`src/rtl/dm_arb_pkg.sv`:
```
// Shared types and constants for the data-memory arbiter.
package dm_arb_pkg;

   typedef enum logic {
      IDLE  = 1'b0,
      LOCK1 = 1'b1
   } state_t;

   localparam logic P_CPU = 1'b0;
   localparam logic P_AUX = 1'b1;

   localparam int BURST_W = 4;
   localparam int PERF_W  = 16;

endpackage

```
`src/rtl/dm_arb_rdret.sv`:
```
// Per-port read-return register: captures memory data on a granted read and
// raises rvalid for exactly the following cycle.
module dm_arb_rdret #(
   parameter int DATA_W = 32
) (
   input  logic              clk,
   input  logic              rst,
   input  logic              capture,
   input  logic [DATA_W-1:0] mem_dout,
   output logic [DATA_W-1:0] rdata,
   output logic              rvalid
);

   always_ff @(posedge clk or posedge rst) begin
      if (rst) begin
         rdata  <= '0;
         rvalid <= 1'b0;
      end else begin
         rvalid <= capture;
         if (capture) rdata <= mem_dout;
      end
   end

endmodule

```
`src/rtl/dm_arbiter.sv`:
```
// Round-robin data-memory arbiter with bounded port-1 burst locking.
// Optional DM_ARB_PERF_EN adds saturating stall counters and perf_clr.
//
// state | meaning
// IDLE  | round-robin between ports, tie goes to the port not in last
// LOCK1 | port 1 holds the memory while req1 & lock1, bounded by MAX_BURST
module dm_arbiter
   import dm_arb_pkg::*;
#(
   parameter int ADDR_W    = 7,
   parameter int DATA_W    = 32,
   parameter int MAX_BURST = 4
) (
   input  logic              clk,
   input  logic              rst,
   input  logic              req0,
   input  logic              we0,
   input  logic [ADDR_W-1:0] addr0,
   input  logic [DATA_W-1:0] wdata0,
   output logic              gnt0,
   output logic [DATA_W-1:0] rdata0,
   output logic              rvalid0,
   output logic              stall0,
   input  logic              req1,
   input  logic              we1,
   input  logic              lock1,
   input  logic [ADDR_W-1:0] addr1,
   input  logic [DATA_W-1:0] wdata1,
   output logic              gnt1,
   output logic              rvalid1,
   output logic [DATA_W-1:0] rdata1,
   output logic              mem_we,
   output logic [ADDR_W-1:0] mem_addr,
   output logic [DATA_W-1:0] mem_din,
`ifdef DM_ARB_PERF_EN
   input  logic              perf_clr,
   output logic [PERF_W-1:0] stall_cnt0,
   output logic [PERF_W-1:0] stall_cnt1,
`endif
   input  logic [DATA_W-1:0] mem_dout
);

   localparam logic [BURST_W-1:0] MAX_B = BURST_W'(MAX_BURST);

   state_t             state_q, state_d;
   logic               last_q, last_d;
   logic [BURST_W-1:0] cnt_q, cnt_d;
   logic               g0, g1;
   logic               rr_sel;
   logic               forced;

   always_ff @(posedge clk or posedge rst) begin
      if (rst) begin
         state_q <= IDLE;
         last_q  <= P_AUX;
         cnt_q   <= '0;
      end else begin
         state_q <= state_d;
         last_q  <= last_d;
         cnt_q   <= cnt_d;
      end
   end

   always_comb begin
      g0      = 1'b0;
      g1      = 1'b0;
      state_d = state_q;
      last_d  = last_q;
      cnt_d   = cnt_q;
      rr_sel  = P_CPU;
      forced  = (state_q == LOCK1) && (cnt_q == MAX_B) && req0;

      if (req0 && req1) rr_sel = (last_q == P_CPU) ? P_AUX : P_CPU;
      else              rr_sel = req1 ? P_AUX : P_CPU;

      if (state_q == LOCK1 && req1 && lock1 && !forced) begin
         g1 = 1'b1;
      end else if (forced) begin
         g0 = 1'b1;
      end else if (req0 || req1) begin
         g1 = (rr_sel == P_AUX);
         g0 = (rr_sel == P_CPU);
      end

      if (rst) begin
         g0 = 1'b0;
         g1 = 1'b0;
      end

      if (g1) last_d = P_AUX;
      if (g0) last_d = P_CPU;

      // Burst count includes the entry grant so port 0 waits at most MAX_BURST.
      if (g1 && lock1) begin
         state_d = LOCK1;
         cnt_d   = ((state_q == IDLE) ? '0 : cnt_q) + {{(BURST_W-1){1'b0}}, req0};
      end else begin
         state_d = IDLE;
         cnt_d   = '0;
      end
   end

   assign gnt0     = g0;
   assign gnt1     = g1;
   assign stall0   = req0 & ~g0;
   assign mem_we   = g1 ? we1 : (we0 & g0);
   assign mem_addr = g1 ? addr1 : addr0;
   assign mem_din  = g1 ? wdata1 : wdata0;

   dm_arb_rdret #(.DATA_W(DATA_W)) u_rdret0 (
      .clk      (clk),
      .rst      (rst),
      .capture  (g0 & ~we0),
      .mem_dout (mem_dout),
      .rdata    (rdata0),
      .rvalid   (rvalid0)
   );

   dm_arb_rdret #(.DATA_W(DATA_W)) u_rdret1 (
      .clk      (clk),
      .rst      (rst),
      .capture  (g1 & ~we1),
      .mem_dout (mem_dout),
      .rdata    (rdata1),
      .rvalid   (rvalid1)
   );

`ifdef DM_ARB_PERF_EN
   always_ff @(posedge clk or posedge rst) begin
      if (rst) begin
         stall_cnt0 <= '0;
         stall_cnt1 <= '0;
      end else if (perf_clr) begin
         stall_cnt0 <= '0;
         stall_cnt1 <= '0;
      end else begin
         if (stall0 && stall_cnt0 != '1)         stall_cnt0 <= stall_cnt0 + 1'b1;
         if (req1 && !g1 && stall_cnt1 != '1)    stall_cnt1 <= stall_cnt1 + 1'b1;
      end
   end
`endif

endmodule

```
`config.mk`:
```
export PLATFORM = sky130hd
export DESIGN_NAME = dm_arbiter
export DESIGN_NICKNAME = d
export VERILOG_FILES = /design/src/rtl/dm_arb_pkg.sv /design/src/rtl/dm_arb_rdret.sv /design/src/rtl/dm_arbiter.sv
export SDC_FILE = /design/constraint.sdc
export NUM_CORES = 1
export LEC_CHECK = 0
export ABC_AREA = 1
export CAP_MARGIN = 40
export CORE_MARGIN = 1.5
export CORE_UTILIZATION = 30
export CTS_CLUSTER_SIZE = 30
export DETAILED_ROUTE_END_ITERATION = 8
export HOLD_SLACK_MARGIN = 0.08
export PLACE_DENSITY = 0.74
export RECOVER_POWER = 100
export SYNTH_ARGS = -nofsm -noshare
export SYNTH_HDL_FRONTEND = slang
export SYNTH_SLANG_ARGS = --single-unit
```
`constraint.sdc`:
```
create_clock -name clk -period 4.05 [get_ports clk]
set_input_delay 0.6075 -clock clk [delete_from_list [all_inputs] [get_ports clk]]
set_output_delay 0.6075 -clock clk [all_outputs]
set_load 0.01 [all_outputs]
```
==> results.py <==
metrics = {
    "setup_path": {
        "start_kind": "input port",
        "worst-path-max-fanout": 40,
        "crit_type": "in2out",
        "critPathCaptureType": "primary output",
        "required_ns": 3.44,
        "worstPathArrival_ns": 3.02,
    },
    "yosys": {
        "synth_cell_types": 19,
        "syn-instance-count": 465,
        "syn-num-nets": 584,
        "synth_compound_area_frac": 0.00602,
        "synthSimpleGateAreaFrac": 0.415,
        "synth_top_family_by_area": "simple AND/OR/NAND/NOR gates",
        "yosysWarnings": 0,
        "synthMuxAreaShare": 0,
        "syn_avg_cell_area_um2": 7.60,
        "synth_xor_area_frac": 0.00495,
        "seq_area_frac_synth": 0.510,
        "synth.ff_latch_count": 72,
        "synth_fa_ha_area_frac": 0.00708,
        "syn_area_um2": 3540,
    },
    "clock_network": {
        "cts_hold_buf": 0,
        "postCtsSetupBuffers": 0,
        "cts-resized-gates": 0,
        "h-tree-depth": 3,
        "root_buffer": "clkbuf_16",
        "clockBufferDepth": 2,
        "tritoncts": "done",
        "insertion_delay_ns": 0.32,
        "cts_inserted_buffers": 9,
        "clk_pin_slew_ns": 0.05,
        "cts_sinks": 72,
    },
    "floorplan": {
        "coreArea_um2": 11500,
        "start_util": 0.308,
        "dieArea_um2": 12400,
        "die_h_um": 112,
        "std_cell_rows": 39,
        "die_w_um": 112,
        "io_pins": 226,
    },
    "timing": {
        "tightest_slew_ns": 1.32,
        "slew_headroom": 0.117,
        "rsz0062_at_grt": "false",
        "period_needed_ns": 3.63,
        "finalSetupViolCount": 0,
        "fin_setup_tns_ns": 0,
        "hold_viol": 0,
        "post-route-period-util": 0.896,
        "skew_ns": 0.00555,
        "hold_slack_ns": 0.463,
        "fmax_mhz": 276,
        "slew_viol_final": 0,
    },
    "cells_and_area": {
        "area_growth_pct": 76.4,
        "num-fill-cells": 1029,
        "multi_input_area_um2": 1510,
        "num-nets-final": 797,
        "drive_above_1_share": 0.0440,
        "final_area_um2": 6240,
        "num_antenna_cells": 0,
        "final_util": 0.544,
        "ff_latch_area_um2": 1800,
    },
    "grt": {
        "overflow": 0,
        "track_usage": 0.208,
        "grt_pass1_wl_um": 20800,
        "antenna_found_initial": 0,
        "grt_pass1_vias": 3862,
        "grt_max_degree": 57,
    },
    "placement": {
        "finalWeightedCongestion": 0.938,
        "hpwl_um": 9650,
        "io_buffer_count": 225,
        "post_dp_cell_area_um2": 5900,
    },
    "power_and_ir_drop": {
        "finalPower_uw": 2810,
        "powerDensity_nw_per_um2": 450,
        "ir_worst_vdd_v": 0.000231,
        "p_leak_uw": 0.00317,
    },
    "detailed_routing": {
        "firstDrtPassIters": 5,
        "routed-via-count": 3986,
        "vias_per_cell": 4.83,
        "drc": 0,
        "drt-wirelength-per-cell_um": 15.6,
        "drt_iter0_markers": 260,
        "ant_nets": 0,
        "routed_wl_um": 12900,
    },
    "job": {
        "drv_cap": 0,
    },
    "run_status": {
        "run_status": "finished clean",
    },
    "hold_path": {
        "hp-class": "reg2reg",
    },
}
## stage by stage
stage	instances	worst slack, ns
floorplan	465	0.385
global placement	810	0.681
detailed placement	810	0.629
CTS	825	0.625
global route	825	0.239
finish	825	0.423
## per-layer routing
| metal | track usage | share of wire | vias up |
|---|---|---|---|
| met2 | 0.322 | 0.47 | 150 |
| met5 | 0 | 0 | - |
| li1 | - | - | 1927 |
| met1 | 0.292 | 0.45 | 1893 |
| met3 | 0.0517 | 0.060 | 16 |
| met4 | 0.0532 | 0.017 | 0 |
## synthesized netlist by cell type
library cell	instances	area share
ha_1	2	0.0071
xnor2_1	1	0.0025
dfstp_2	1	0.0074
inv_1	13	0.014
o21ai_0	1	0.0014
nor2_1	7	0.0074
nand2_2	2	0.0035
nand4_1	65	0.12
nand3_1	3	0.0042
a21oi_4	1	0.0046
clkinv_1	2	0.0021
inv_2	2	0.0021
nand3_2	2	0.0057
buf_2	15	0.021
clkbuf_1	17	0.018
dfrtp_1	71	0.50
xor2_1	1	0.0025
nand3_4	1	0.0050
nand2_1	258	0.27
## power by group
| group | total [uW] | internal (uW) | switching [uW] |
|---|---|---|---|
| Combinational | 865 | 452 | 413 |
| Clock | 969 | 678 | 290 |
| Sequential | 972 | 884 | 88.0 |
## worst paths after layout
path | from | to | slack [ns] | cells past startpoint
worst max-delay path | req0 | mem_addr[2] | 0.42 | 9
worst min-delay path | u_rdret0.rdata[21] | u_rdret0.rdata[21] | 0.46 | 2
worst max register to register | state_q | u_rdret1.rdata[18] | 1.17 | 8
worst min register to register | u_rdret0.rdata[21] | u_rdret0.rdata[21] | 0.46 | 2
max in group asynchronous | rst | cnt_q[1] | 1.51 | 4
min in group asynchronous | rst | u_rdret1.rdata[20] | 0.98 | 3
## cell families after synthesis
group,Yosys count
and+or+nand+nor,338
AOI/OAI and AO/OA,2
adders and majority gates,2
DFF,72
xor gates and xnor gates,2
buffers and inverters,49
## cell type report
type                    count  share of cell area
repair buffers            234               0.371
well taps                 143              0.0287
multi-input cells         344               0.242
clock buffers              10              0.0383
inverters                  17              0.0104
clock inverters             5              0.0207
flip-flops and latches     72               0.289
## critical path: stages
cell and delay [ns]:
dlygate4sd3_1 0.59, nand2_1 0.11, nand2_1 0.08, a21oi_1 0.22
nand2_2 0.09, inv_2 0.47, nand2_1 0.12, nand2_1 0.09
dlygate4sd3_1 0.62
## state kept, by name, indices dropped and copies added, names as in the netlist
name / flops
last_q: 1
u_rdret1.rvalid: 1
state_q: 1
cnt_q: 4
u_rdret0.rdata: 32
u_rdret0.rvalid: 1
u_rdret1.rdata: 32
## layout by cell type (no fill, tap or decap), types with 2 or more instances in the layout
cell type and instances:
bufinv_16 4, nand3_1 4, dfrtp_1 71, nand4_1 65, inv_2 2, clkdlybuf4s50_1 115, dlygate4sd3_1 110, buf_4 6
clkbuf_16 9, ha_1 2, nand2_1 259, clkbuf_2 2, inv_1 13, nor2_1 7
Note: power is estimated with default switching activity, not from simulation.
